<file path="src/rtl/scan_mux.sv">
// Channel scanner: selects one of N_CH input slices either by manual select
// or by an automatic masked round-robin with a per-channel dwell time.
module scan_mux #(
  parameter int N_CH  = 4,
  parameter int W     = 8,
  parameter int DWELL = 4,
  localparam int SW   = (N_CH > 1) ? $clog2(N_CH) : 1
) (
  input  logic                clk,
  input  logic                rst_n,
  input  logic [N_CH*W-1:0]   X,
  input  logic [SW-1:0]       S,
  input  logic                EN,
  input  logic                MODE,
  input  logic [N_CH-1:0]     MASK,
  output logic [W-1:0]        Y,
  output logic                Y_VALID,
  output logic [SW-1:0]       CH,
  output logic                WRAP
);

  // state | meaning
  // IDLE  | EN=0, everything frozen, output marked invalid
  // MAN   | channel taken from S every cycle
  // SCAN  | masked round-robin, DWELL cycles per channel
  // EMPTY | scan requested with no channel enabled, output forced to 0

  localparam int CW = (DWELL > 1) ? $clog2(DWELL) : 1;
  localparam logic [CW-1:0] CNT_TC = CW'(DWELL - 1);

  typedef enum logic [1:0] {IDLE, MAN, SCAN, EMPTY} state_t;

  state_t        state_q, state_d;
  logic [SW-1:0] ch_q, ch_d;
  logic [CW-1:0] cnt_q, cnt_d;
  logic [W-1:0]  y_q, y_d;
  logic          sel_ok_q, sel_ok_d;
  logic          wrap_q, wrap_d;

  logic          cur_en;
  logic          hi_found;
  logic [SW-1:0] hi_ch, lo_ch, nxt_ch;
  logic          nxt_wrap;
  logic          s_ok;
  logic [W-1:0]  x_s, x_cur, x_nxt;
  logic          advance;

  // Next enabled channel: lowest enabled index above CH, else lowest enabled overall.
  always_comb begin
    cur_en   = 1'b0;
    hi_found = 1'b0;
    hi_ch    = '0;
    lo_ch    = '0;
    s_ok     = 1'b0;
    x_s      = '0;
    x_cur    = '0;
    for (int j = N_CH - 1; j >= 0; j--) begin
      if (MASK[j]) begin
        lo_ch = SW'(j);
        if (SW'(j) > ch_q) begin
          hi_ch    = SW'(j);
          hi_found = 1'b1;
        end
      end
      if (SW'(j) == ch_q) begin
        cur_en = MASK[j];
        x_cur  = X[j*W +: W];
      end
      if (SW'(j) == S) begin
        s_ok = 1'b1;
        x_s  = X[j*W +: W];
      end
    end
    nxt_ch   = hi_found ? hi_ch : lo_ch;
    nxt_wrap = ~hi_found;
  end

  always_comb begin
    x_nxt = '0;
    for (int j = 0; j < N_CH; j++) begin
      if (SW'(j) == nxt_ch) x_nxt = X[j*W +: W];
    end
  end

  always_comb begin
    if (!EN)              state_d = IDLE;
    else if (!MODE)       state_d = MAN;
    else if (MASK == '0)  state_d = EMPTY;
    else                  state_d = SCAN;

    ch_d     = ch_q;
    cnt_d    = cnt_q;
    y_d      = y_q;
    sel_ok_d = sel_ok_q;
    wrap_d   = 1'b0;
    advance  = ~cur_en | (cnt_q == CNT_TC);

    unique case (state_d)
      IDLE: ;
      MAN: begin
        ch_d     = S;
        cnt_d    = '0;
        sel_ok_d = s_ok;
        y_d      = x_s;
      end
      SCAN: begin
        sel_ok_d = 1'b1;
        if (advance) begin
          ch_d   = nxt_ch;
          cnt_d  = '0;
          wrap_d = nxt_wrap;
          y_d    = x_nxt;
        end else begin
          cnt_d  = cnt_q + 1'b1;
          y_d    = x_cur;
        end
      end
      EMPTY: begin
        y_d      = '0;
        cnt_d    = '0;
        sel_ok_d = 1'b0;
      end
      default: ;
    endcase
  end

  always_ff @(posedge clk or negedge rst_n) begin
    if (!rst_n) begin
      state_q  <= IDLE;
      ch_q     <= '0;
      cnt_q    <= '0;
      y_q      <= '0;
      sel_ok_q <= 1'b0;
      wrap_q   <= 1'b0;
    end else begin
      state_q  <= state_d;
      ch_q     <= ch_d;
      cnt_q    <= cnt_d;
      y_q      <= y_d;
      sel_ok_q <= sel_ok_d;
      wrap_q   <= wrap_d;
    end
  end

  assign Y       = y_q;
  assign CH      = ch_q;
  assign WRAP    = wrap_q;
  assign Y_VALID = (state_q == SCAN) | ((state_q == MAN) & sel_ok_q);

endmodule
</file>
<file path="config.mk">
export PLATFORM = sky130hd
export DESIGN_NAME = scan_mux
export DESIGN_NICKNAME = d
export VERILOG_FILES = /design/src/rtl/scan_mux.sv
export SDC_FILE = /design/constraint.sdc
export NUM_CORES = 1
export LEC_CHECK = 0
export CORE_MARGIN = 4
export CORE_UTILIZATION = 46
export CTS_CLUSTER_DIAMETER = 200
export DETAILED_ROUTE_END_ITERATION = 16
export PLACE_DENSITY = 0.81
export SLEW_MARGIN = 40
export SYNTH_ARGS = -nofsm -noshare
export SYNTH_HDL_FRONTEND = slang
export SYNTH_SLANG_ARGS = --single-unit
export TNS_END_PERCENT = 5
</file>
<file path="constraint.sdc">
create_clock -name clk -period 2.5 [get_ports clk]
set_clock_uncertainty 0.05 [all_clocks]
set_input_delay 0.375 -clock clk [delete_from_list [all_inputs] [get_ports clk]]
set_output_delay 0.375 -clock clk [all_outputs]
set_load 0.05 [all_outputs]
</file>
==> run_results.csv, run 1 <==
group,metric,value,unit
run_status,status,"complete, no violations",
synthesis,synthXorXnorAreaFrac,0,%
cells_and_area,diodes,0,
synthesis,synth.distinct_cells,39,
setup_path,cp-start-kind,"primary input",
sta,setup_viol,0,
power_and_ir_drop,p_per_area,612,nW/um^2
synthesis,synth_enable_flop_cells,0,
sta,fin_tns_setup,0,ns
synthesis,synthSimpleGateAreaFrac,13.9,%
clocking,htreeDepth,1,
placed_design,place_inst,260,
route,remaining_drc_errors,0,
synthesis,synth_nets,204,
sta,tightest_slew,0.644,ns
placed_design,place.port_buffers,53,
sta,fin_crit,2.21,ns
job,max-cap-violations,0,
power_and_ir_drop,power_leakage,0.884,nW
route,drt-met1-wl,1890,um
synthesis,synth_fa_ha_area_share,0.797,%
global_route,gr-total-overflow,0,
setup_path,critPathKind,"in2reg",
floorplanning,fp.dieW,66.4,um
route,wl_met3,401,um
route,drt_iter0_markers,165,
setup_path,end_kind,"register",
clocking,clock-sinks,16,
setup_path,crit_path_start,"MASK[3]",
route,totalWireLength,4880,um
sta,period_share,88.3,%
clocking,clockBufferDepth,2,
setup_path,r2r_slack,0.37,ns
setup_path,r2r-end,"Y[3]",
route,postRouteAntennaNets,0,
clocking,cts_resized,0,
floorplanning,start_util,49.8,%
route,vias,1669,
cells_and_area,fin_nets,265,
floorplanning,dieArea,4410,um^2
setup_path,crit_arrival,2.35,ns
sta,max_freq,453,MHz
synthesis,avgSynthCellArea,9.75,um^2
clocking,cts.clk_slew.worst_paths,0.11,ns
setup_path,cp_slowest_cell,"clkdlybuf4s50_1",
synthesis,synth_compound_area_share,26.9,%
hold_path,hold_path.class,"in2async",
setup_path,reg2reg_from,"CH[0]",
synthesis,synth.cell_area,1570,um^2
setup_path,rr_worst_depth,5,
sta,rsz0062_at_grt,"no",
global_route,grt_usage,22.9,%
placed_design,placed_cell_area,2190,um^2
setup_path,cp_max_fo,8,
sta,drv_slew,0,
synthesis,yosysSeqAreaShare,25.5,%
global_route,grt_pass1_wl,7750,um
clocking,cts_inserted_buffers,3,
cells_and_area,area_delta_synth_final,42.1,%
placed_design,gp_congestion,0.867,
placed_design,hpwlAfterDp,3910,um
route,wl_per_cell,18.4,um
cells_and_area,drive_gt1_share,18.6,%
synthesis,ys_seq_elements,16,
synthesis,postSynthCellCount,161,
power_and_ir_drop,ir_worst_vdd,0.000220,V
floorplanning,rows,20,
global_route,grt_pass1_vias,1654,
setup_path,critPathMaxStageDelay,0.60,ns
clocking,clk_latency,0.30,ns
synthesis,yosysWarningCount,0,
clocking,clk_root_buffer_cell,"clkbuf_4",
clocking,cts_tree,"done",
synthesis,muxShareOfSynthArea,25.7,%
sta,finalHoldViolations,0,
cells_and_area,fin_area,2230,um^2
route,wl_met2,2550,um
setup_path,path_cells,"clkdlybuf4s50_1 -> nor2b_1 -> o21ai_0 -> and3_1 -> a221o_1 -> a221oi_1 -> o21ai_1",
route,top_layer_used,"met4",
floorplanning,top_level_ports,54,
cells_and_area,fillCellCount,256,
global_route,grt_start_max_net_pins,18,
cells_and_area,final_cells,265,
route,avgViaCountPerCell,6.30,
synthesis,ys.flop_type,"dfrtp_1",
setup_path,critical_path_required,2.64,ns
floorplanning,core,3150,um^2
global_route,antenna_found_initial,0,
floorplanning,die_h,66.4,um
synthesis,async_flop_share,100,%
synthesis,synth_top_family_by_area,"compound AO/OA/AOI/OAI gates",
route,drt-pass1-iter-count,5,
sta,max_slew_margin,57.0,%
## synth_stat cells (3+ instances only)
cell type / count / area, um^2
mux4_2: 17 / 383
dfrtp_1: 16 / 400
nor2b_1: 11 / 68.8
o21ai_0: 11 / 55.1
a21oi_1: 10 / 50.1
inv_1: 10 / 37.5
nor2_1: 10 / 37.5
a221oi_1: 9 / 78.8
nand2_1: 8 / 30.0
o21ai_1: 7 / 35.0
a221o_1: 6 / 60.1
buf_2: 4 / 20.0
clkbuf_1: 4 / 15.0
a31oi_1: 3 / 18.8
nand2b_1: 3 / 18.8
nand3_1: 3 / 15.0
## cell type report
cell class                      count  area [um^2]  area share, %
Sequential cell                    16          400           17.9
Multi-Input combinational cell    122         1060           47.3
Tap cell                           44         55.1           2.47
Clock buffer                        4         36.3           1.63
Inverter                           10         37.5           1.68
Timing Repair Buffer               69          646           28.9
## sequential cells by signal, summed over array words and instances (netlist names)
signal    flops
CH            2
WRAP          1
cnt_q         2
Y             8
sel_ok_q      1
state_q       2
## logic make-up after synthesis
| family | count (synthesis) |
|---|---|
| flip-flops | 16 |
| AO/OA/AOI/OAI | 61 |
| multiplexers | 19 |
| buffers and inverters | 23 |
| AND/OR/NAND/NOR | 41 |
| adder cells (fa/ha/maj) | 1 |
## critical path, delay by kind of cell
family | cells | cell delay, ns
buf+inv | 1 | 0.60
compound gates | 4 | 0.83
simple gates | 2 | 0.55
## routing by layer
| layer | global-route usage, % | vias up |
|---|---|---|
| met5 | 0 | - |
| met4 | 5.84 | 0 |
| met3 | 3.23 | 6 |
| met2 | 39.5 | 102 |
| met1 | 30.0 | 812 |
| li1 | - | 749 |
## through the flow
step | worst slack [ns] | hold slack [ns] | util (%) | total power [mW]
2_1_floorplan | 0.213 | 0.0294 | - | 0.910
3_3_place_gp | 0.0659 | 0.464 | 69.4 | 1.16
3_5_place_dp | 0.0280 | 0.499 | 69.4 | 1.18
4_1_cts | 0.293 | 0.492 | 70.6 | 1.35
5_1_grt | 0.0790 | 0.522 | 70.8 | 1.43
6_report | 0.292 | 0.469 | 70.8 | 1.37
## cells in the final DEF, fill, tap and decap left out, types with 2 or more instances in the layout
cell / synthesis / final
a21o_1: 2 / 2
inv_1: 10 / 10
buf_4: 2 / 16
and2_1: 2 / 2
nor2_1: 10 / 10
dfrtp_1: 16 / 16
o21ai_0: 11 / 11
clkdlybuf4s50_1: 0 / 51
a21oi_1: 10 / 10
nand3_1: 3 / 3
mux4_2: 17 / 17
a221oi_1: 9 / 9
nor2b_1: 11 / 11
nand2b_1: 3 / 3
clkbuf_4: 0 / 3
o22ai_1: 2 / 2
a211oi_1: 2 / 2
a221o_1: 6 / 6
o21ai_1: 7 / 7
nand2_1: 8 / 8
a31oi_1: 3 / 3
## worst max-delay path by stage
stage | end | slack (ns) | depth (start not counted)
CTS | CH[1] | 0.29 | 1
global placement | Y[1] | 0.07 | 7
finish | Y[3] | 0.29 | 7
floorplan | Y[0] | 0.21 | 7
detailed placement | Y[3] | 0.03 | 7
global route | Y[1] | 0.08 | 7
## power breakdown
| part | switching, mW | internal, mW | total, mW |
|---|---|---|---|
| sequential | 0.0533 | 0.304 | 0.357 |
| clock | 0.0890 | 0.0888 | 0.178 |
| combinational | 0.440 | 0.391 | 0.831 |
## timing repair
action / in CTS / in global routing
endpoints found under the hold margin: 0 / 16
hold buffers: 0 / 1
setup buffers: 0 / 0
Note: power is estimated with default switching activity, not from simulation.
==> run 2: changes to the inputs <==
--- a/config.mk
+++ b/config.mk
@@ -9,6 +9,7 @@
 export CORE_UTILIZATION = 46
 export CTS_CLUSTER_DIAMETER = 200
 export DETAILED_ROUTE_END_ITERATION = 16
+export MAX_ROUTING_LAYER = met4
 export PLACE_DENSITY = 0.81
 export SLEW_MARGIN = 40
 export SYNTH_ARGS = -nofsm -noshare
==> run_results.csv, run 2 (synthesis gave the netlist of run 1 again) <==
group,metric,value,unit
floorplanning,top_level_ports,54,
sta,rsz0062_at_grt,"no",
clocking,clock-sinks,16,
power_and_ir_drop,switching_power,0.573,mW
placed_design,place.port_buffers,53,
route,remaining_drc_errors,0,
global_route,grt_use_met3,1.87,%
power_and_ir_drop,pwr-share-comb,62.9,%
power_and_ir_drop,p_per_area,597,nW/um^2
setup_path,cp_slowest_cell,"clkdlybuf4s50_1",
sta,fin_crit,2.29,ns
hold_path,hold_path.class,"in2async",
clocking,cts_resized,0,
setup_path,critical_path.top_delay_family,"compound AO/OA/AOI/OAI gates",
cells_and_area,fin_util,70.3,%
cells_and_area,diodes,0,
global_route,grt_pass1_vias,1692,
route,drt-pass1-iter-count,7,
cells_and_area,layout_common_cells,"clkdlybuf4s50_1 (51), mux4_2 (17), dfrtp_1 (16), buf_4 (16)",
setup_path,end_kind,"register",
power_and_ir_drop,power.share.clock,10.3,%
clocking,cts_tree,"done",
cells_and_area,final_cells,264,
route,postRouteAntennaNets,0,
global_route,grt_usage,23.5,%
setup_path,critPathMaxStageDelay,0.57,ns
placed_design,gp_congestion,0.911,
setup_path,critPathKind,"in2reg",
clocking,cts_inserted_buffers,3,
setup_path,path_cells,"clkdlybuf4s50_1 -> nor2b_1 -> o21ai_0 -> and3_1 -> a221o_1 -> a221oi_1 -> o21ai_1",
setup_path,crit_arrival,2.41,ns
cells_and_area,fin_area,2220,um^2
cells_and_area,drive_gt1_share,18.2,%
sta,finalHoldViolations,0,
cells_and_area,largest_reg_flops,8,
sta,drv_slew,0,
placed_design,hpwlAfterDp,3860,um
global_route,antenna_found_initial,0,
job,max-cap-violations,0,
sta,setup_viol,0,
sta,max_slew_margin,62.9,%
placed_design,place_inst,260,
cells_and_area,final_common_cell,"clkdlybuf4s50_1",
setup_path,path_buf_inv,1,
route,avgViaCountPerCell,6.39,
clocking,htreeDepth,1,
sta,period_share,91.6,%
setup_path,critical_path_required,2.62,ns
power_and_ir_drop,power_leakage,0.877,nW
power_and_ir_drop,fin_total_pwr,1.32,mW
global_route,grt_pass1_wl,7800,um
placed_design,placed_cell_area,2190,um^2
route,drt_iter0_markers,163,
clocking,cts.clk_slew.worst_paths,0.09,ns
setup_path,cp_max_fo,8,
clocking,cts_setup_buffers,0,
clocking,clk_latency,0.29,ns
cells_and_area,fin_nets,265,
clocking,clockBufferDepth,2,
power_and_ir_drop,ir_worst_vdd,0.000223,V
power_and_ir_drop,seqPwrFrac,26.8,%
cells_and_area,area_delta_synth_final,41.2,%
setup_path,cp-start-kind,"primary input",
sta,max_freq,437,MHz
global_route,busiest_layer,"met2",
floorplanning,dieArea,4410,um^2
floorplanning,die_h,66.4,um
route,totalWireLength,4790,um
route,wl_per_cell,18.2,um
power_and_ir_drop,p_int,0.751,mW
run_status,status,"complete, no violations",
clocking,clk_root_buffer_cell,"clkbuf_4",
route,vias,1686,
global_route,gr-total-overflow,0,
global_route,grtUsageMet2,40.4,%
floorplanning,core,3150,um^2
global_route,grt_start_max_net_pins,18,
global_route,grtUsageMet1,29.5,%
power_and_ir_drop,swShare,43.3,%
floorplanning,start_util,49.8,%
sta,tightest_slew,0.556,ns
floorplanning,fp.dieW,66.4,um
floorplanning,rows,20,
## run 2: repair_timing
item / 4_1_cts / 5_1_grt
hold endpoints to repair: 0 / 16
hold buffers: 0 / 1
setup endpoints to repair: 0 / 0
## run 2: final cells by class
class	instances	area, um^2
multi-input combinational	122	1060
fill	253	936
timing repair buffer	69	646
sequential	16	400
tap	44	55.1
inverter	10	37.5
clock buffer	3	22.5
## run 2: worst paths after layout
path,startpoint,to,slack (ns),cells past startpoint
max in group asynchronous,rst_n,CH[1],1.66,2
worst min register to register,cnt_q[1],cnt_q[1],0.49,2
min in group clk,cnt_q[1],cnt_q[1],0.49,2
worst max-delay path,MASK[3],Y[7],0.21,7
worst max register to register,CH[0],Y[7],0.33,5
worst min-delay path,rst_n,cnt_q[0],0.47,2
## run 2: per-layer routing
layer	up-vias	wire [um]
met5	-	0
met4	0	97
met3	15	306
met2	94	2530
met1	822	1860
li1	755	-
## run 2: power by group through the flow
| stage | Combinational [mW] | Sequential (mW) | Clock, mW |
|---|---|---|---|
| final | 0.833 | 0.355 | 0.136 |
| after global placement | 0.807 | 0.357 | 0 |
| after detailed placement | 0.827 | 0.359 | 0 |
| after floorplan | 0.438 | 0.472 | 0 |
| after global routing | 0.884 | 0.365 | 0.145 |
| after CTS | 0.829 | 0.354 | 0.134 |
## run 2: through the flow
| step | hold WS [ns] | setup TNS (ns) | setup WS (ns) |
|---|---|---|---|
| floorplan | 0.0294 | 0 | 0.213 |
| global placement | 0.469 | 0 | 0.103 |
| detailed placement | 0.478 | -0.0696 | -0.0696 |
| CTS | 0.489 | 0 | 0.227 |
| global route | 0.504 | 0 | 0.129 |
| finish | 0.474 | 0 | 0.210 |
==> run 3: changes to the inputs <==
--- a/config.mk
+++ b/config.mk
@@ -11,7 +11,7 @@
 export DETAILED_ROUTE_END_ITERATION = 16
 export MAX_ROUTING_LAYER = met4
 export PLACE_DENSITY = 0.81
-export SLEW_MARGIN = 40
+export SLEW_MARGIN = 20
 export SYNTH_ARGS = -nofsm -noshare
 export SYNTH_HDL_FRONTEND = slang
 export SYNTH_SLANG_ARGS = --single-unit
==> run_results.csv, run 3 (synthesis gave the netlist of run 1 again) <==
group,metric,value,unit
run_status,status,"complete, no violations",
floorplanning,top_level_ports,54,
setup_path,cp-start-kind,"primary input",
floorplanning,fp.dieW,66.4,um
route,avgViaCountPerCell,6.36,
global_route,busiest_layer,"met2",
cells_and_area,fin_area,2210,um^2
cells_and_area,final_cells,263,
cells_and_area,final_common_cell,"clkdlybuf4s50_1",
route,drt_iter0_markers,191,
cells_and_area,diodes,0,
power_and_ir_drop,fin_total_pwr,1.32,mW
clocking,cts_setup_buffers,0,
clocking,clock-sinks,16,
cells_and_area,layout_common_cells,"clkdlybuf4s50_1 (52), mux4_2 (17), dfrtp_1 (16), buf_4 (16)",
clocking,clk_latency,0.29,ns
setup_path,end_kind,"register",
sta,rsz0062_at_grt,"no",
global_route,grtUsageMet2,40.4,%
route,vias,1673,
placed_design,place.port_buffers,53,
global_route,grt_use_met3,1.87,%
placed_design,place_inst,260,
clocking,clk_root_buffer_cell,"clkbuf_4",
sta,max_slew_margin,51.0,%
clocking,cts_tree,"done",
cells_and_area,fin_nets,264,
setup_path,cp_max_fo,8,
route,remaining_drc_errors,0,
power_and_ir_drop,p_per_area,599,nW/um^2
route,wl_per_cell,18.2,um
global_route,grt_pass1_wl,7800,um
floorplanning,start_util,49.8,%
clocking,cts.clk_slew.worst_paths,0.10,ns
placed_design,hpwlAfterDp,3860,um
placed_design,gp_congestion,0.911,
sta,tightest_slew,0.733,ns
floorplanning,rows,20,
placed_design,pre_cts_ws,-0.0696,ns
power_and_ir_drop,ir_worst_vdd,0.000223,V
global_route,grtUsageMet1,29.5,%
global_route,grt_pass1_vias,1692,
sta,setup_viol,0,
setup_path,crit_arrival,2.42,ns
clocking,htreeDepth,1,
floorplanning,dieArea,4410,um^2
floorplanning,die_h,66.4,um
setup_path,critPathKind,"in2reg",
job,max-cap-violations,0,
hold_path,hold_path.class,"in2async",
sta,period_share,91.8,%
power_and_ir_drop,power_leakage,0.873,nW
global_route,antenna_found_initial,0,
sta,fin_tns_setup,0,ns
route,totalWireLength,4780,um
sta,finalHoldViolations,0,
sta,max_freq,436,MHz
sta,hold_slack,0.466,ns
sta,fin_crit,2.29,ns
sta,drv_slew,0,
sta,fin_ws,0.206,ns
placed_design,placed_cell_area,2190,um^2
clocking,clockBufferDepth,2,
cells_and_area,largest_reg_flops,8,
clocking,cts_inserted_buffers,3,
global_route,grt_start_max_net_pins,18,
global_route,grt_usage,23.5,%
clocking,cts_resized,0,
global_route,gr-total-overflow,0,
route,drt-pass1-iter-count,5,
cells_and_area,fin_util,70.2,%
cells_and_area,drive_gt1_share,17.8,%
cells_and_area,area_delta_synth_final,40.9,%
floorplanning,core,3150,um^2
clocking,holdBufCountCts,0,
route,postRouteAntennaNets,0,
setup_path,critical_path_required,2.62,ns
-- run 3: cell types whose count changed in the layout (fill, tap and decap cells not counted) --
cell / previous run / this run
buf_2: 1 / 0
clkdlybuf4s50_1: 51 / 52
dlygate4sd3_1: 1 / 0
-- run 3: worst max-delay path, stage by stage --
cell and delay (ns):
clkdlybuf4s50_1 0.57, nor2b_1 0.26, o21ai_0 0.10, and3_1 0.32, a221o_1 0.41, a221oi_1 0.27, o21ai_1 0.12
-- run 3: cell type report --
type / count / area (um^2)
multi-input cells: 122 / 1060
well taps: 44 / 55.1
repair buffers: 68 / 641
fillers: 253 / 941
inverters: 10 / 37.5
flip-flops and latches: 16 / 400
clock buffers: 3 / 22.5
-- run 3: path summary, 6_finish.rpt --
| kind | startpoint | depth (start not counted) | endpoint | slack (ns) |
|---|---|---|---|---|
| worst max-delay path | MASK[3] | 7 | Y[7] | 0.21 |
| worst min-delay path | rst_n | 1 | Y[7] | 0.47 |
| worst max register to register | CH[0] | 5 | Y[7] | 0.33 |
| worst min register to register | cnt_q[1] | 2 | cnt_q[1] | 0.49 |
| max in group asynchronous | rst_n | 1 | CH[1] | 1.47 |
| min in group clk | cnt_q[1] | 2 | cnt_q[1] | 0.49 |
-- run 3: layer usage --
| metal | up-vias | routed length (um) | share of wire (%) |
|---|---|---|---|
| li1 | 752 | - | - |
| met1 | 815 | 1860 | 39 |
| met2 | 96 | 2500 | 52 |
| met3 | 10 | 337 | 7.1 |
| met4 | 0 | 79 | 1.7 |
| met5 | - | 0 | 0 |
-- run 3: power breakdown --
group | switching (mW) | internal, mW
Combinational | 0.443 | 0.391
Sequential | 0.0511 | 0.304
Clock | 0.0801 | 0.0559
